File: src/rtl/seq_div_pkg.sv
// Shared definitions for the sequential signed divider.
//   DATA_W : operand / result width
//   ITERS  : number of restoring steps (one per quotient bit)
//   CNT_W  : width of the step counter
//   state_t: control FSM encoding
package seq_div_pkg;
    localparam int DATA_W = 32;
    localparam int ITERS  = 32;
    localparam int CNT_W  = $clog2(ITERS);

    typedef enum logic [1:0] {
        IDLE = 2'd0,
        RUN  = 2'd1,
        FIX  = 2'd2,
        DONE = 2'd3
    } state_t;
endpackage

File: src/rtl/cond_neg.sv
// Conditional two's-complement negation.
//   a   : input value
//   neg : 1 -> y = -a, 0 -> y = a
//   y   : result (same width as a)
module cond_neg #(
    parameter int W = 32
) (
    input  logic [W-1:0] a,
    input  logic         neg,
    output logic [W-1:0] y
);
    // Invert every bit under control, then add the control bit back in.
    assign y = (a ^ {W{neg}}) + {{(W-1){1'b0}}, neg};
endmodule

File: src/rtl/seq_div.sv
// Sequential signed 32-bit restoring divider (one quotient bit per cycle).
//   clock, reset          : clock and synchronous active-low reset
//   data_operandA/B       : dividend / divisor, sampled on the start edge
//   ctrl_DIV              : start request, honoured only in IDLE
//   data_result           : registered quotient (truncated toward zero)
//   data_remainder        : registered remainder (sign of dividend)
//   data_exception        : registered divide-by-zero / overflow flag
//   data_resultRDY        : one-cycle completion pulse
//   busy                  : high whenever an operation is in flight
module seq_div
    import seq_div_pkg::*;
(
    input  logic              clock,
    input  logic              reset,
    input  logic [DATA_W-1:0] data_operandA,
    input  logic [DATA_W-1:0] data_operandB,
    input  logic              ctrl_DIV,
    output logic [DATA_W-1:0] data_result,
    output logic [DATA_W-1:0] data_remainder,
    output logic              data_exception,
    output logic              data_resultRDY,
    output logic              busy
);
    state_t            state, nextState;
    logic [CNT_W-1:0]  cnt;
    logic [DATA_W-1:0] divisor, quo, rem;
    logic              signA, signQ, divZero, excPend;

    logic [DATA_W-1:0] magA, magB, fixQuo, fixRem;
    logic [DATA_W:0]   remShift, trial;

    cond_neg #(.W(DATA_W)) uMagA (.a(data_operandA), .neg(data_operandA[DATA_W-1]), .y(magA));
    cond_neg #(.W(DATA_W)) uMagB (.a(data_operandB), .neg(data_operandB[DATA_W-1]), .y(magB));
    cond_neg #(.W(DATA_W)) uFixQ (.a(quo), .neg(signQ), .y(fixQuo));
    cond_neg #(.W(DATA_W)) uFixR (.a(rem), .neg(signA), .y(fixRem));

    // 33-bit trial subtraction; bit DATA_W set means the difference went negative.
    assign remShift = {rem, quo[DATA_W-1]};
    assign trial    = remShift - {1'b0, divisor};

    // State register
    always_ff @(posedge clock) begin
        if (!reset) state <= IDLE;
        else        state <= nextState;
    end

    // Next-state logic
    always_comb begin
        nextState = state;
        case (state)
            IDLE: if (ctrl_DIV) nextState = RUN;
            RUN:  if (cnt == CNT_W'(ITERS - 1)) nextState = FIX;
            FIX:  nextState = DONE;
            DONE: nextState = IDLE;
            default: nextState = IDLE;
        endcase
    end

    // Outputs decoded from state
    always_comb begin
        busy = (state != IDLE);
    end

    // Datapath
    always_ff @(posedge clock) begin
        if (!reset) begin
            cnt            <= '0;
            divisor        <= '0;
            quo            <= '0;
            rem            <= '0;
            signA          <= 1'b0;
            signQ          <= 1'b0;
            divZero        <= 1'b0;
            excPend        <= 1'b0;
            data_result    <= '0;
            data_remainder <= '0;
            data_exception <= 1'b0;
            data_resultRDY <= 1'b0;
        end else begin
            data_resultRDY <= 1'b0;
            case (state)
                IDLE: if (ctrl_DIV) begin
                    divisor <= magB;
                    quo     <= magA;
                    rem     <= '0;
                    cnt     <= '0;
                    signA   <= data_operandA[DATA_W-1];
                    signQ   <= data_operandA[DATA_W-1] ^ data_operandB[DATA_W-1];
                    divZero <= (data_operandB == '0);
                    excPend <= (data_operandB == '0) ||
                               (data_operandA == {1'b1, {(DATA_W-1){1'b0}}} &&
                                data_operandB == {DATA_W{1'b1}});
                end
                RUN: begin
                    cnt <= cnt + 1'b1;
                    if (!trial[DATA_W]) begin
                        rem <= trial[DATA_W-1:0];
                        quo <= {quo[DATA_W-2:0], 1'b1};
                    end else begin
                        rem <= remShift[DATA_W-1:0];
                        quo <= {quo[DATA_W-2:0], 1'b0};
                    end
                end
                FIX: begin
                    // With a zero divisor every dividend bit ends up in rem,
                    // so the sign-fixed remainder is the original dividend.
                    data_result    <= divZero ? '0 : fixQuo;
                    data_remainder <= fixRem;
                    data_exception <= excPend;
                    data_resultRDY <= 1'b1;
                end
                default: ;
            endcase
        end
    end
endmodule

File: config.mk
export PLATFORM = sky130hd
export DESIGN_NAME = seq_div
export DESIGN_NICKNAME = d
export VERILOG_FILES = /design/src/rtl/seq_div_pkg.sv /design/src/rtl/cond_neg.sv /design/src/rtl/seq_div.sv
export SDC_FILE = /design/constraint.sdc
export NUM_CORES = 1
export LEC_CHECK = 0
export BUFFER_PORTS_ARGS = -buffer_cell sky130_fd_sc_hd__buf_2
export CAP_MARGIN = 20
export CORE_MARGIN = 3
export CORE_UTILIZATION = 40
export CTS_BUF_LIST = sky130_fd_sc_hd__clkbuf_16
export DETAILED_ROUTE_END_ITERATION = 10
export PLACE_DENSITY_LB_ADDON = 0.25
export SYNTH_ARGS = -nofsm -noshare
export SYNTH_HDL_FRONTEND = slang
export SYNTH_SLANG_ARGS = --single-unit
File: constraint.sdc
create_clock -name clock -period 6.3 [get_ports clock]
set_clock_uncertainty 0.1 [all_clocks]
set_input_delay 0.63 -clock clock [delete_from_list [all_inputs] [get_ports clock]]
set_output_delay 0.63 -clock clock [all_outputs]
set_load 0.05 [all_outputs]
==> parameters.txt <==
Parameter                              Value

Run status
  Result of the run ... finished clean

Synthesis
  Area share of the largest cell type after synthesis ... 26.82%
  Leading area contributor after synthesis ... dfxtp_1
  Number of nets in the synthesized netlist ... 1830
  Post-synthesis average cell area ... between 7 and 8 um^2
  Post-Syn Instances ... 1714
  Most frequent cells after synthesis ... 173 x dfxtp_1, 173 x nand2_1, 169 x nor2_1
  Fraction of synthesis flops using an asynchronous set or reset pin ... 0%
  Count of flip-flops with a built-in enable after synthesis ... 0
  Sequential cell area fraction in the yosys report ... 26.82%
  Netlist area before placement ... 12910 um^2
  Distinct cell type count of the synthesized netlist ... 85
  Total of flip-flops plus latches after synthesis ... 173
  Yosys synthesis warning count ... 0
  Most common flop cell mapped by yosys ... dfxtp_1
  Leading post-synthesis cells by cell area ... dfxtp_1 27%, xnor2_1 7.7%, a21oi_1 5.3%

Clock network
  Clock network latency to the later pin of the worst-skew pair ... about 0.44 ns
  Number of resized instances in the post-cts repair step ... 0
  Worst-case clock buffer depth ... 2
  Number of setup buffers added after CTS ... 0
  Total CTS buffers ... 17
  CTS sink count ... 173
  TritonCTS clock tree ... yes
  Reg clk slew, reported paths ... 0.07 ns
  Hold-fix buffers, CTS ... 0
  CTS HTree Levels ... 4
  Root buf cell ... clkbuf_16

Min path
  Class of the most critical hold timing path ... reg -> reg
  Worst hold path depth ... 2

GRT
  Most Used Layer, Global Route ... met1
  Initial antenna violation count ... 1
  Met2 Usage GRT ... 29.09%
  Pin count of the biggest net entering global routing ... 94
  Global-route wire length before repair ... 58.15 mm
  Met1 track demand over resource in global routing ... between 30% and 40%
  Global-route congestion overflow total ... 0
  Vias in the first global route ... 10737
  Met3 Track Usage GR ... between 3 and 4%
  Global Route Usage Sum ... 20.72%

Place
  Routability-driven placement congestion ratio ... 0.9123
  Port Buf Inserts ... 133
  DPL Wire Length ... 27.57 mm
  Number of placed cells counting well taps ... 2140

Timing
  Max_slew headroom ... 30.94%
  Unrepaired setup endpoints after global routing ... no
  Final hold vios ... 0
  Fin. max-slew vios ... 0
  Setup violators final ... 0
  Measured slew at the worst slew-check pin ... around 1.0 ns
  Hold_ws ... 0.3517 ns
  Final TNS setup ... 0 ns
  Part of the cycle the worst path needs ... 64.99%
  Upper clock frequency limit ... approximately 240 MHz
  Final min period ... 4.094 ns

Detailed routing
  1st-pass router iterations ... 5
  Routed Antenna Nets ... 0
  Routed wire length per instance ... 16.71 um
  Average via count per standard cell ... 5.553
  Drt initial violations ... 845
  Vias post-DR ... 12067
  Overall routed net length ... 36.31 mm
  Count of unresolved DRC violations after routing ... 0

Final layout
  Post-layout net count ... 1874
  Post-Layout Cell Count ... 2173
  Area taken by flip-flops and latches ... 3466 um^2
  Layout cells sized above 1 ... between 10 and 15%
  Number of fillers in the final layout ... 3294
  Antenna Diode Count ... 0
  Area growth from synthesis to layout ... 10.54%
  Multi-input gate area in the final layout ... 8698 um^2

Worst setup path
  Critical path peak fanout ... 15
  Critical Path Sink Type ... flop
  Critical path required time ... ~6.6 ns
  Crit path DAT ... 4.36 ns
  Logic depth of the worst register-to-register path ... 14
  Setup crit start kind ... flop
  Type of the worst setup path ... reg -> reg

Floorplan
  Standard-cell rows ... between 60 and 70
  Core region area ... between 30000 and 40000 um^2
  Die Span Y ... between 150 and 200 um
  Initial core utilization ... 40.72%
  Die width ... roughly 190 um
  Total I/O pin count ... 134
  Die ar. ... 34480 um^2

Power and ir drop
  Leakage ... 5.569 nW
  Maximum ir drop on the vdd rail ... 0.0001635 V
  Power density over the cells ... 370.5 nW/um^2

Run
  Maximum Capacitance Violations ... 0
-- flip-flops by register name, indices dropped and copies added (netlist names) --
signal,flops
cnt,5
data_exception,1
data_remainder,32
data_result,32
data_resultRDY,1
divZero,1
divisor,32
excPend,1
quo,32
rem,32
signA,1
signQ,1
state,2
-- cell type report --
type | count | area share (%)
well taps | 402 | 3.523
clock buffers | 17 | 2.980
repair buffers | 146 | 5.346
clock inverters | 15 | 0.9641
flip-flops and latches | 173 | 24.28
inverters | 75 | 1.981
multi-input cells | 1345 | 60.93
-- placed cells by master (no fill, tap or decap), types with 7 or more instances in the layout --
cell	netlist	layout
nor4b_1	7	7
nand2_1	173	173
nand4_1	16	16
xnor2_1	113	113
clkbuf_16	0	17
a21oi_1	136	136
and2_1	9	9
a32oi_1	10	10
nor2_1	169	168
and3_1	16	16
xor2_1	68	68
inv_1	73	74
or3_1	21	21
a31oi_1	13	13
o211ai_1	23	23
a311oi_1	8	8
a22o_1	19	19
o21ai_1	39	39
mux2i_1	66	66
buf_2	5	133
nor4_1	11	11
nand2b_1	26	26
nand3_1	27	27
dfxtp_1	173	171
o21ai_0	79	79
ha_1	48	46
and4b_1	7	7
a21o_1	23	23
buf_4	3	13
a211oi_1	26	26
o22ai_1	14	14
a22oi_1	10	10
nor3_1	48	48
nor2b_1	12	12
o21a_1	11	11
-- cells by family (layout without fill, tap and decap cells) --
group,Yosys count,count (layout),synth area share [%]
AOI/OAI and AO/OA,464,464,22.91
adders and majority gates,49,49,4.805
xor gates and xnor gates,181,181,12.27
and+or+nand+nor,583,583,22.01
buffers and inverters,196,253,5.890
DFF,173,173,26.82
muxes,68,68,5.290
-- layer usage --
layer | up-vias | wire length (um)
li1 | 6167 | -
met1 | 5573 | 19210
met2 | 306 | 14570
met3 | 19 | 2172
met4 | 2 | 355
met5 | - | 7
-- path summary, 6_finish.rpt --
kind                             from                  endpoint  slack [ns]
max              quo[31]$_SDFFE_PN0P_      rem[25]$_SDFFE_PN0P_        2.21
min          divisor[10]$_SDFFE_PN0P_  divisor[10]$_SDFFE_PN0P_        0.35
max reg2reg      quo[31]$_SDFFE_PN0P_      rem[25]$_SDFFE_PN0P_        2.21
min reg2reg  divisor[10]$_SDFFE_PN0P_  divisor[10]$_SDFFE_PN0P_        0.35
-- through the flow --
| step | worst slack [ns] | power [W] | util, % | area, um^2 |
|---|---|---|---|---|
| detailed placement | 2.247 | 0.004261 | 43.21 | 13710 |
| CTS | 2.224 | 0.005299 | 44.99 | 14270 |
| global route | 1.854 | 0.005675 | 45.01 | 14280 |
| floorplan | 2.390 | 0.003658 | - | 12910 |
| global placement | 2.392 | 0.004228 | 43.21 | 13710 |
| finish | 2.206 | 0.005289 | 45.01 | 14280 |
-- critical path, cell delays in order, from the launching register on --
cell and delay [ns]:
dfxtp_1 0.32, inv_1 0.10, ha_1 0.18, inv_1 0.06
fa_1 0.42, a211oi_1 0.38, o2111ai_1 0.23, a21oi_1 0.33
o22ai_1 0.24, nand4_1 0.16, a21oi_1 0.17, nor2_2 0.49
buf_4 0.37, nand2_1 0.25, o21ai_1 0.22
-- power by group --
group | switching, W | total, W | internal, W | leakage, nW
clock network | 0.000477 | 0.00103 | 0.000551 | 0.282
logic | 0.00168 | 0.00264 | 0.000960 | 3.88
registers | 0.000288 | 0.00162 | 0.00133 | 1.41
total | 0.00245 | 0.00529 | 0.00284 | 5.57
(Power assumes the default switching activity.)
